[config.mk]
export PLATFORM = sky130hd
export DESIGN_NAME = reg4_seq_ctrl
export DESIGN_NICKNAME = d
export VERILOG_FILES = /design/src/rtl/reg4_seq_ctrl.sv
export SDC_FILE = /design/constraint.sdc
export NUM_CORES = 1
export LEC_CHECK = 0
export ABC_AREA = 1
export CAP_MARGIN = 5
export CORE_MARGIN = 2
export CORE_UTILIZATION = 55
export CTS_BUF_LIST = sky130_fd_sc_hd__clkbuf_16
export CTS_CLUSTER_SIZE = 28
export DETAILED_ROUTE_END_ITERATION = 7
export DONT_BUFFER_PORTS = 1
export PLACE_DENSITY_LB_ADDON = 0.08
export SLEW_MARGIN = 20
export SYNTH_ARGS = -nofsm -noshare
export SYNTH_HDL_FRONTEND = slang
export SYNTH_SLANG_ARGS = --single-unit
[constraint.sdc]
create_clock -name clk_2 -period 2.9 [get_ports clk_2]
set_clock_uncertainty 0.1 [all_clocks]
set_input_delay 0.58 -clock clk_2 [delete_from_list [all_inputs] [get_ports clk_2]]
set_output_delay 0.58 -clock clk_2 [all_outputs]
set_load 0.02 [all_outputs]
[src/rtl/reg4_seq_ctrl.sv]
// reg4_seq_ctrl: owns the serial/parallel register and runs one command per start strobe
// (load, serial shift-in, rotate-left by N, clear) with busy/done handshake.
module reg4_seq_ctrl #(
    parameter int                   NBITS_REG = 4,
    parameter logic [NBITS_REG-1:0] RESET_REG = '0,
    parameter int                   CNT_W     = 2
) (
    input  logic                 clk_2,
    input  logic                 reset_n,
    input  logic                 start,
    input  logic [1:0]           mode,
    input  logic [NBITS_REG-1:0] din_par,
    input  logic                 din_ser,
    input  logic [CNT_W-1:0]     rot_amt,
    input  logic                 abort,
    output logic [NBITS_REG-1:0] reg_q,
    output logic                 busy,
    output logic                 done,
    output logic [CNT_W-1:0]     bit_cnt
);

    typedef enum logic [2:0] {IDLE, LOAD, SHIFT, ROTATE, CLEAR, DONE} state_t;

    state_t               state, state_d;
    logic [NBITS_REG-1:0] reg_d, data_l, data_d;
    logic [CNT_W-1:0]     cnt_d, rot_l, rot_d;

    assign busy = (state != IDLE);
    assign done = (state == DONE);

    always_ff @(posedge clk_2 or negedge reset_n) begin
        if (!reset_n) begin
            state   <= IDLE;
            reg_q   <= RESET_REG;
            bit_cnt <= '0;
            data_l  <= '0;
            rot_l   <= '0;
        end else begin
            state   <= state_d;
            reg_q   <= reg_d;
            bit_cnt <= cnt_d;
            data_l  <= data_d;
            rot_l   <= rot_d;
        end
    end

    always_comb begin
        state_d = state;
        reg_d   = reg_q;
        cnt_d   = bit_cnt;
        data_d  = data_l;
        rot_d   = rot_l;
        case (state)
            IDLE: begin
                if (start) begin
                    data_d  = din_par;
                    rot_d   = rot_amt;
                    state_d = (mode == 2'b00) ? LOAD :
                              (mode == 2'b01) ? SHIFT :
                              (mode == 2'b10) ? ((rot_amt == '0) ? DONE : ROTATE) : CLEAR;
                end
            end
            LOAD: begin
                reg_d   = data_l;
                state_d = DONE;
            end
            SHIFT: begin
                reg_d   = {reg_q[NBITS_REG-2:0], din_ser};
                cnt_d   = bit_cnt + 1'b1;
                state_d = (bit_cnt == CNT_W'(NBITS_REG - 1)) ? DONE : SHIFT;
            end
            ROTATE: begin
                reg_d   = {reg_q[NBITS_REG-2:0], reg_q[NBITS_REG-1]};
                cnt_d   = bit_cnt + 1'b1;
                state_d = (bit_cnt == rot_l - 1'b1) ? DONE : ROTATE;
            end
            CLEAR: begin
                reg_d   = RESET_REG;
                state_d = DONE;
            end
            DONE: begin
                cnt_d   = '0;
                state_d = IDLE;
            end
            default: begin
                cnt_d   = '0;
                state_d = IDLE;
            end
        endcase
        // abort overrides everything outside IDLE, including the final shift/rotate
        if (abort && state != IDLE) begin
            state_d = IDLE;
            reg_d   = reg_q;
            cnt_d   = '0;
        end
    end

endmodule

==> results of run 1 <==
cell families (layout without fill, tap and decap cells):
group                      Yosys count  in the layout  share of synthesized area, %
DFF                                 15             15                         42.55
adders and majority gates            1              1                         1.418
and+or+nand+nor                     70             70                         37.30
AOI/OAI and AO/OA                   16             16                         11.63
buffers and inverters               16             21                         7.092
registers in the layout, indices dropped and copies added (netlist names):
| name | count |
|---|---|
| data_l | 4 |
| reg_q | 4 |
| state | 3 |
| bit_cnt | 2 |
| rot_l | 2 |
metrics by stage:
stage	instance area, um2	utilization [%]
6_report	992.2	65.86
5_1_grt	992.2	65.86
4_1_cts	992.2	65.86
3_5_place_dp	902.1	59.88
3_3_place_gp	902.1	59.88
2_1_floorplan	882.1	-
cell usage after synthesis (2+ instances only):
library cell / n / area share (%)
a21boi_1: 3 / 2.6
a21oi_1: 3 / 1.7
dfrtp_1: 15 / 43
inv_1: 11 / 4.7
inv_2: 4 / 1.7
nand2_1: 42 / 18
nand2_2: 2 / 1.4
nand2_4: 2 / 2.6
nand3_1: 11 / 6.2
nand4_1: 2 / 1.4
nor2_1: 7 / 3.0
nor2_2: 2 / 1.4
o21ai_1: 7 / 4.0
area by class of cell:
cell class	instances	area [um2]	share of cell area, %
clock buffers	3	75.07	7.566
inverters	16	62.56	6.305
well taps	16	20.02	2.018
flip-flops and latches	15	375.4	37.83
repair buffers	1	10.01	1.009
clock inverters	1	5.005	0.5044
multi-input cells	87	444.2	44.77
worst max path at each step:
stage | to | slack [ns]
2_1_floorplan | done | 1.34
3_3_place_gp | done | 1.31
3_5_place_dp | done | 1.28
4_1_cts | done | 1.02
5_1_grt | done | 0.96
6_report | done | 1.01
worst register-to-register path, delay by kind of cell (launching register included):
family	cells	cell delay, ns
DFF	1	0.47
AOI/OAI and AO/OA	1	0.08
buffers and inverters	1	0.15
and+or+nand+nor	4	0.56
routing by layer:
metal | global-route usage, % | wire length [um] | up-vias
li1 | - | - | 391
met1 | 30.24 | 857 | 335
met2 | 30.88 | 798 | 30
met3 | 4.898 | 123 | 4
met4 | 10.91 | 27 | 0
met5 | 0 | 0 | -
repair_timing:
item	4_1_cts	5_1_grt
hold buffers	1	0
hold endpoints to repair	15	0
resized for setup	0	0
power by group through the flow:
| stage | clock [mW] | sequential, mW | combinational (mW) |
|---|---|---|---|
| after floorplan | 0 | 0.389 | 0.426 |
| after global placement | 0 | 0.408 | 0.486 |
| after detailed placement | 0 | 0.411 | 0.497 |
| after CTS | 0.274 | 0.410 | 0.508 |
| after global routing | 0.278 | 0.425 | 0.574 |
| final | 0.267 | 0.410 | 0.509 |
==> run metrics, run 1 <==
FF+latch count, synth 15; slew margin rel. a little over half; clock share of power between 20 and 25%; Max Cap Violations 0; WHS ~0.38 ns; CTS tree built; DIE HEIGHT about 44 um; Flop pwr share ~35%; synthesis warning total 0; RSZ-0062 raised after global routing false; Die Area between 0.0015 and 0.002 mm2; Worst Tran Pin Value 0.7011 ns; Clock Pin Slew Worst Setup and Hold Paths about 0.05 ns; total CTS buffers 3; total number of vias 760; setup violators final 0; commonest non-fill, non-tap cell in the layout nand2_1; Crit path buffers/inverters 1; slowest CP cell dfrtp_1; FF-to-FF path depth 6; antenna violations before repair 0; Bufs on Longest Clock Path 2; Seq/Total Area, Yosys between 40% and 50%; Worst Setup Start Kind flop; Internal Power 0.6415 mW; hold path depth 2; crit path max fanout 7; fin crit period between 1.5 and 2 ns; R2R setup slack 1.41 ns; CTS H-tree lvls 1; Initial Util between 50 and 60%; async set or reset register ratio after synthesis 100.0%; IO buf count 0; CTS sink cnt 15; Crit path depth 3; Leak approximately 0.52 nW; # rows 14; Yosys cell types 20; CP endpoint kind output pin; post-synthesis area per instance 7.475 um2; DR pass1 iterations 4; Routability Congestion around 0.8; Area Growth Syn to Fin 12.48%; Setup WS post-layout ~1.0 ns; GRT Resource Usage Total a little over a fifth; Setup WS pre-CTS between 1 and 1.5 ns; Post-CTS Setup Inserts 0; net switching power approximately 0.54 mW; ys flop type dfrtp_1; pin count of the biggest net entering global routing 16; Hold Path Class input pin to flop; vias in the first global route 677; fmax ~0.53 GHz; switching share of total power 45.92%; Arr. time, crit path 1.21 ns; I/O Pins 21; nets 138; Avg WL per Cell 13.00 um; share of layout cells above drive strength 1 15.45%; status complete, no violations; initial DRC count 20; first-pass GRT wire length about 3.0 mm; CP Class flop to output pin; Post-synth EDFFs 0; Core Area approximately 0.0015 mm2; Reg-to-Reg Start state[1]; hold endpoint data_l[0]; Top Family by Delay on Critical Path flip-flops; setup_tns 0 ns; Syn Nets roughly 130; Final Power ~1.2 mW; Power Density around 1200 mW/mm2; CTS Root Cell clkbuf_16; Post-Syn Instances 118; number of routed nets with antenna violations 0; most frequent cells in the layout 42 x nand2_1, 15 x dfrtp_1, 11 x inv_1, 11 x nand3_1; worst vdd ir between 0.0007 and 0.0008 V; # diodes 0; DP HPWL about 1.4 mm; placed insts 134; RR Endpoint rot_l[1]; Die Width ~44 um; Tcrit/Tclk final about two thirds; drt total wl around 1.8 mm; Critical Path, Cell by Cell inv_2 > nand2_1 > nor2_1; Critical Path Start state[1]; Hold Violations, Final 0; CP max stage delay between 0.4 and 0.5 ns; Slew Viols, Final 0; Gate power share between 40% and 50%; Mapped Area roughly 900 um2; worst skew pair latency 0.24 ns; Overflow after GRT 0; Finished Layout Cells 139; HP Start din_par[0]; fill count between 100 and 150; Via density around 5.5; WP data required ~2.2 ns; DRC viols 0
Note: power is estimated with default switching activity, not from simulation.
==> run 2: changes to the inputs <==
- CORE_UTILIZATION: 55 -> 54
- clock period: 2.9 -> 1.7 ns (I/O delays scaled with it)
==> run metrics, run 2 (synthesized netlist as in run 1, its figures left out) <==
status complete, no violations; vias in the first global route 718 (+6.1%); Reg-to-Reg Start state[1]; pin count of the biggest net entering global routing 16 (unchanged); DP HPWL 1.381 mm (+0.82%); final core occ 65.27% (-0.59 points); CTS tree built; # diodes 0 (unchanged); fin crit period about 1.6 ns; Critical Path Start state[1]; net switching power 0.9438 mW (+73%); Die Area 0.001973 mm2 (+1.7%); CP Class flop to output pin; slew margin rel. 56.07% (+3.0 points); nets 138 (unchanged); Avg WL per Cell 13.47 um (+3.6%); slowest CP cell dfrtp_1; CTS Root Cell clkbuf_16; Die Width 44.42 um (+0.84%); Gate power share 42.5% (-0.4 points); worst skew pair latency 0.25 ns (about the same); Critical Path, Cell by Cell inv_2 > nand2_1 > nor2_2; setup violators final 0 (unchanged); DIE HEIGHT 44.42 um (+0.84%); Clock Pin Slew Worst Setup and Hold Paths 0.05 ns (about the same); Placement Cell Area 902.1 um2 (unchanged); Via density 5.633 (+3.0%); first-pass GRT wire length 3.187 mm (+7.4%); total CTS buffers 3 (unchanged); setup_tns 0 ns (unchanged); switching share of total power 46.25% (+0.34 points); Bufs on Longest Clock Path 2 (unchanged); Power Density 2051 mW/mm2 (+72%); HP Start din_par[0]; RSZ-0062 raised after global routing false; Arr. time, crit path 1.13 ns (-0.08 ns); Leak 0.5233 nW (about the same); Max Cap Violations 0 (unchanged); final instance area 994.7 um2 (+0.25%); share of layout cells above drive strength 1 16.26% (+0.81 points); total number of vias 783 (+3.0%); Flop pwr share 34.5% (about the same); clock share of power 23.0% (+0.5 points); crit path max fanout 7 (unchanged); number of routed nets with antenna violations 0 (unchanged); most frequent cells in the layout 42 x nand2_1, 15 x dfrtp_1, 11 x inv_1, 11 x nand3_1, 7 x o21ai_1; Area Growth Syn to Fin 12.77%; Top Registers data_l x4, reg_q x4, state x3; R2R setup slack 0.22 ns (-1.19 ns); Overflow after GRT 0 (unchanged); fmax approximately 0.64 GHz; Slew Viols, Final 0 (unchanged); CP max stage delay 0.47 ns (about the same); Core Area 0.001524 mm2 (+1.2%); CP endpoint kind output pin; worst vdd ir 0.001548 V (+120%); hold path depth 2 (unchanged); CTS H-tree lvls 1 (unchanged); initial DRC count 32 (+60%); GRT Resource Usage Total 23.56% (+2.1 points); drt total wl 1.872 mm (+3.6%); commonest non-fill, non-tap cell in the layout nand2_1; Worst Tran Pin Value 0.6568 ns (-0.04437 ns); hold endpoint data_l[0]; Tcrit/Tclk final 92.62%; antenna violations before repair 0 (unchanged); CTS sink cnt 15 (unchanged); DR pass1 iterations 4 (unchanged); Internal Power 1.097 mW (+71%); I/O Pins 21 (unchanged); Initial Util 57.88% (-0.67 points); Hold Violations, Final 0 (unchanged); IO buf count 0 (unchanged); # rows 14 (unchanged); DRC viols 0 (unchanged); RR Endpoint state[2]; WP data required 1.26 ns (-0.96 ns); FF-to-FF path depth 5 (-1); Routability Congestion 0.8694 (+7.9%); Worst Setup Start Kind flop; Post-CTS Setup Inserts 0 (unchanged); Hold Path Class input pin to flop
[run 2: cell type report]
cell class	count	area [um2]
fill	134	529.3
multi-input combinational	87	446.7
sequential	15	375.4
clock buffer	3	75.07
inverter	16	62.56
tap	16	20.02
timing repair buffer	1	10.01
clock inverter	1	5.005
[run 2: per-stage QoR]
step / setup slack (ns) / power, mW / std cells / hold slack [ns]
finish: 0.1255 / 2.040 / 139 / 0.1309
CTS: 0.04532 / 2.044 / 139 / 0.1319
detailed placement: 0.2567 / 1.550 / 134 / -0.05526
floorplan: 0.3744 / 1.391 / 118 / -0.05559
global placement: 0.3050 / 1.530 / 134 / -0.05530
global route: 0.05868 / 2.199 / 139 / 0.1408
[run 2: routing by layer]
layer	vias up	share of wire (%)	global-route usage, %
met1	349	46	31.15
met2	37	44	33.24
met4	0	2.5	16.36
met5	-	0	0
li1	391	-	-
met3	6	7.6	6.531
[run 2: power groups by stage]
stage / logic [mW] / clock network (mW) / registers [mW]
floorplan: 0.727 / 0 / 0.664
global placement: 0.829 / 0 / 0.702
detailed placement: 0.846 / 0 / 0.704
CTS: 0.866 / 0.476 / 0.701
global route: 0.990 / 0.487 / 0.722
finish: 0.868 / 0.469 / 0.703
[run 2: critical path: cells and delay by family (launching register included)]
| family | cells | cell delay [ns] |
|---|---|---|
| and+or+nand+nor | 2 | 0.29 |
| DFF | 1 | 0.47 |
| buffers and inverters | 1 | 0.12 |
[run 2: worst max-delay path by stage]
stage	to	slack, ns
floorplan	reg_q[0]	0.37
global placement	reg_q[0]	0.30
detailed placement	reg_q[0]	0.26
CTS	done	0.05
global route	done	0.06
finish	done	0.13
[run 2: what timing repair did]
item | CTS | global route
endpoints found under the hold margin | 15 | 0
resized for setup | 0 | 1
hold buffers | 1 | 0
endpoints found under the setup margin | 0 | 1
==> run 3: changes to the inputs <==
- CTS_BUF_LIST: sky130_fd_sc_hd__clkbuf_16 -> default
==> run metrics, run 3 (synthesized netlist as in run 1, its figures left out) <==
Area Growth Syn to Fin 7.376%; Clock Pin Slew Worst Setup and Hold Paths 0.09 ns (+0.04 ns); Arr. time, crit path 1.15 ns (+0.02 ns); crit path max fanout 7 (unchanged); Hold Path Class input pin to flop; final instance area 947.2 um2 (-4.8%); pin count of the biggest net entering global routing 16 (unchanged); setup_tns 0 ns (unchanged); WP data required 1.26 ns (about the same); status complete, no violations; Avg WL per Cell 12.76 um (-5.3%); fmax 0.6279 GHz (-1.1%); nets 138 (unchanged); first-pass GRT wire length 3.105 mm (-2.6%); drt total wl 1.773 mm (-5.3%); Via density 5.554 (-1.4%); share of layout cells above drive strength 1 16.26% (unchanged); initial DRC count 11 (-66%); Overflow after GRT 0 (unchanged); DR pass1 iterations 4 (unchanged); CTS H-tree lvls 1 (unchanged); final core occ 62.15% (-3.1 points); setup violators final 0 (unchanged); Leak 0.5006 nW (-4.3%); DRC viols 0 (unchanged); Routability Congestion 0.8694 (unchanged); vias in the first global route 705 (-1.8%); antenna violations before repair 0 (unchanged); Core Area 0.001524 mm2 (unchanged); Bufs on Longest Clock Path 2 (unchanged); Worst Setup Start Kind flop; number of routed nets with antenna violations 0 (unchanged); Initial Util 57.88% (unchanged); DIE HEIGHT 44.42 um (unchanged); DP HPWL 1.381 mm (unchanged); fin crit period 1.593 ns (+0.01821 ns); Hold Violations, Final 0 (unchanged); worst vdd ir 0.001284 V (-17%); CTS Root Cell clkbuf_4; GRT Resource Usage Total 22.40% (-1.2 points); worst skew pair latency 0.29 ns (+0.04 ns); Tcrit/Tclk final 93.69% (+1.1 points); most frequent cells in the layout 42 x nand2_1, 15 x dfrtp_1, 11 x inv_1, 11 x nand3_1, 7 x o21ai_1; Die Width 44.42 um (unchanged); WHS 0.07636 ns (-0.05453 ns); CTS tree built; commonest non-fill, non-tap cell in the layout nand2_1; Placement Cell Area 902.1 um2 (unchanged); I/O Pins 21 (unchanged); IO buf count 0 (unchanged); RSZ-0062 raised after global routing false; total number of vias 772 (-1.4%); CP Class flop to output pin; # rows 14 (unchanged); CTS sink cnt 15 (unchanged); Setup WS pre-CTS 0.2567 ns (unchanged); total CTS buffers 3 (unchanged); R2R setup slack 0.25 ns (+0.03 ns); Post-CTS Setup Inserts 0 (unchanged); # diodes 0 (unchanged); Worst Tran Pin Value 0.6778 ns (+0.02104 ns); Die Area 0.001973 mm2 (unchanged); Top Registers data_l x4, reg_q x4, state x3; Max Cap Violations 0 (unchanged); Slew Viols, Final 0 (unchanged); CP endpoint kind output pin; Power Density 1878 mW/mm2 (-8.5%); slew margin rel. 54.66% (-1.4 points); Setup WS post-layout 0.1073 ns (-0.01821 ns)
## run 3: cell counts in the layout (fill, tap and decap cells not counted)
No cell type changed its count.
## run 3: through the flow
step | total power [mW] | cells
floorplan | 1.391 | 118
global placement | 1.530 | 134
detailed placement | 1.550 | 134
CTS | 1.781 | 139
global route | 1.938 | 139
finish | 1.778 | 139
## run 3: path summary, 6_finish.rpt
check / startpoint / to / cells after the start
min in group asynchronous: reset_n / reg_q[3] / 1
worst min-delay path: din_par[0] / data_l[0] / 2
worst max-delay path: state[1] / done / 3
max in group asynchronous: reset_n / state[0] / 1
worst min register to register: data_l[0] / data_l[0] / 2
worst max register to register: state[1] / reg_q[0] / 8
## run 3: repair_timing
item,in CTS,in global routing
endpoints found under the setup margin,1,1
gates resized for setup,1,1
endpoints found under the hold margin,15,0
hold buffers,1,0
## run 3: final cells by class
cell class,instances,area [um2]
clock buffers,3,22.52
multi-input cells,87,451.7
clock inverters,1,5.005
well taps,16,20.02
fillers,140,576.8
repair buffers,1,10.01
inverters,16,62.56
flip-flops and latches,15,375.4
## run 3: critical path, cell delays in order (launching register included)
cell	delay, ns
dfrtp_1	0.48
inv_2	0.12
nand2_1	0.10
nor2_4	0.16
## run 3: metal layers
metal	track usage [%]	part of all wire (%)	vias up	wire length [um]
li1	-	-	391	-
met1	31.32	48	345	845
met2	32.06	44	31	776
met3	4.490	6.0	5	106
met4	13.33	2.5	0	44
met5	0	0	-	0
## run 3: power breakdown
group | switching, mW | total [mW] | internal, mW
clock network | 0.125 | 0.213 | 0.0877
logic | 0.586 | 0.867 | 0.281
registers | 0.198 | 0.699 | 0.501
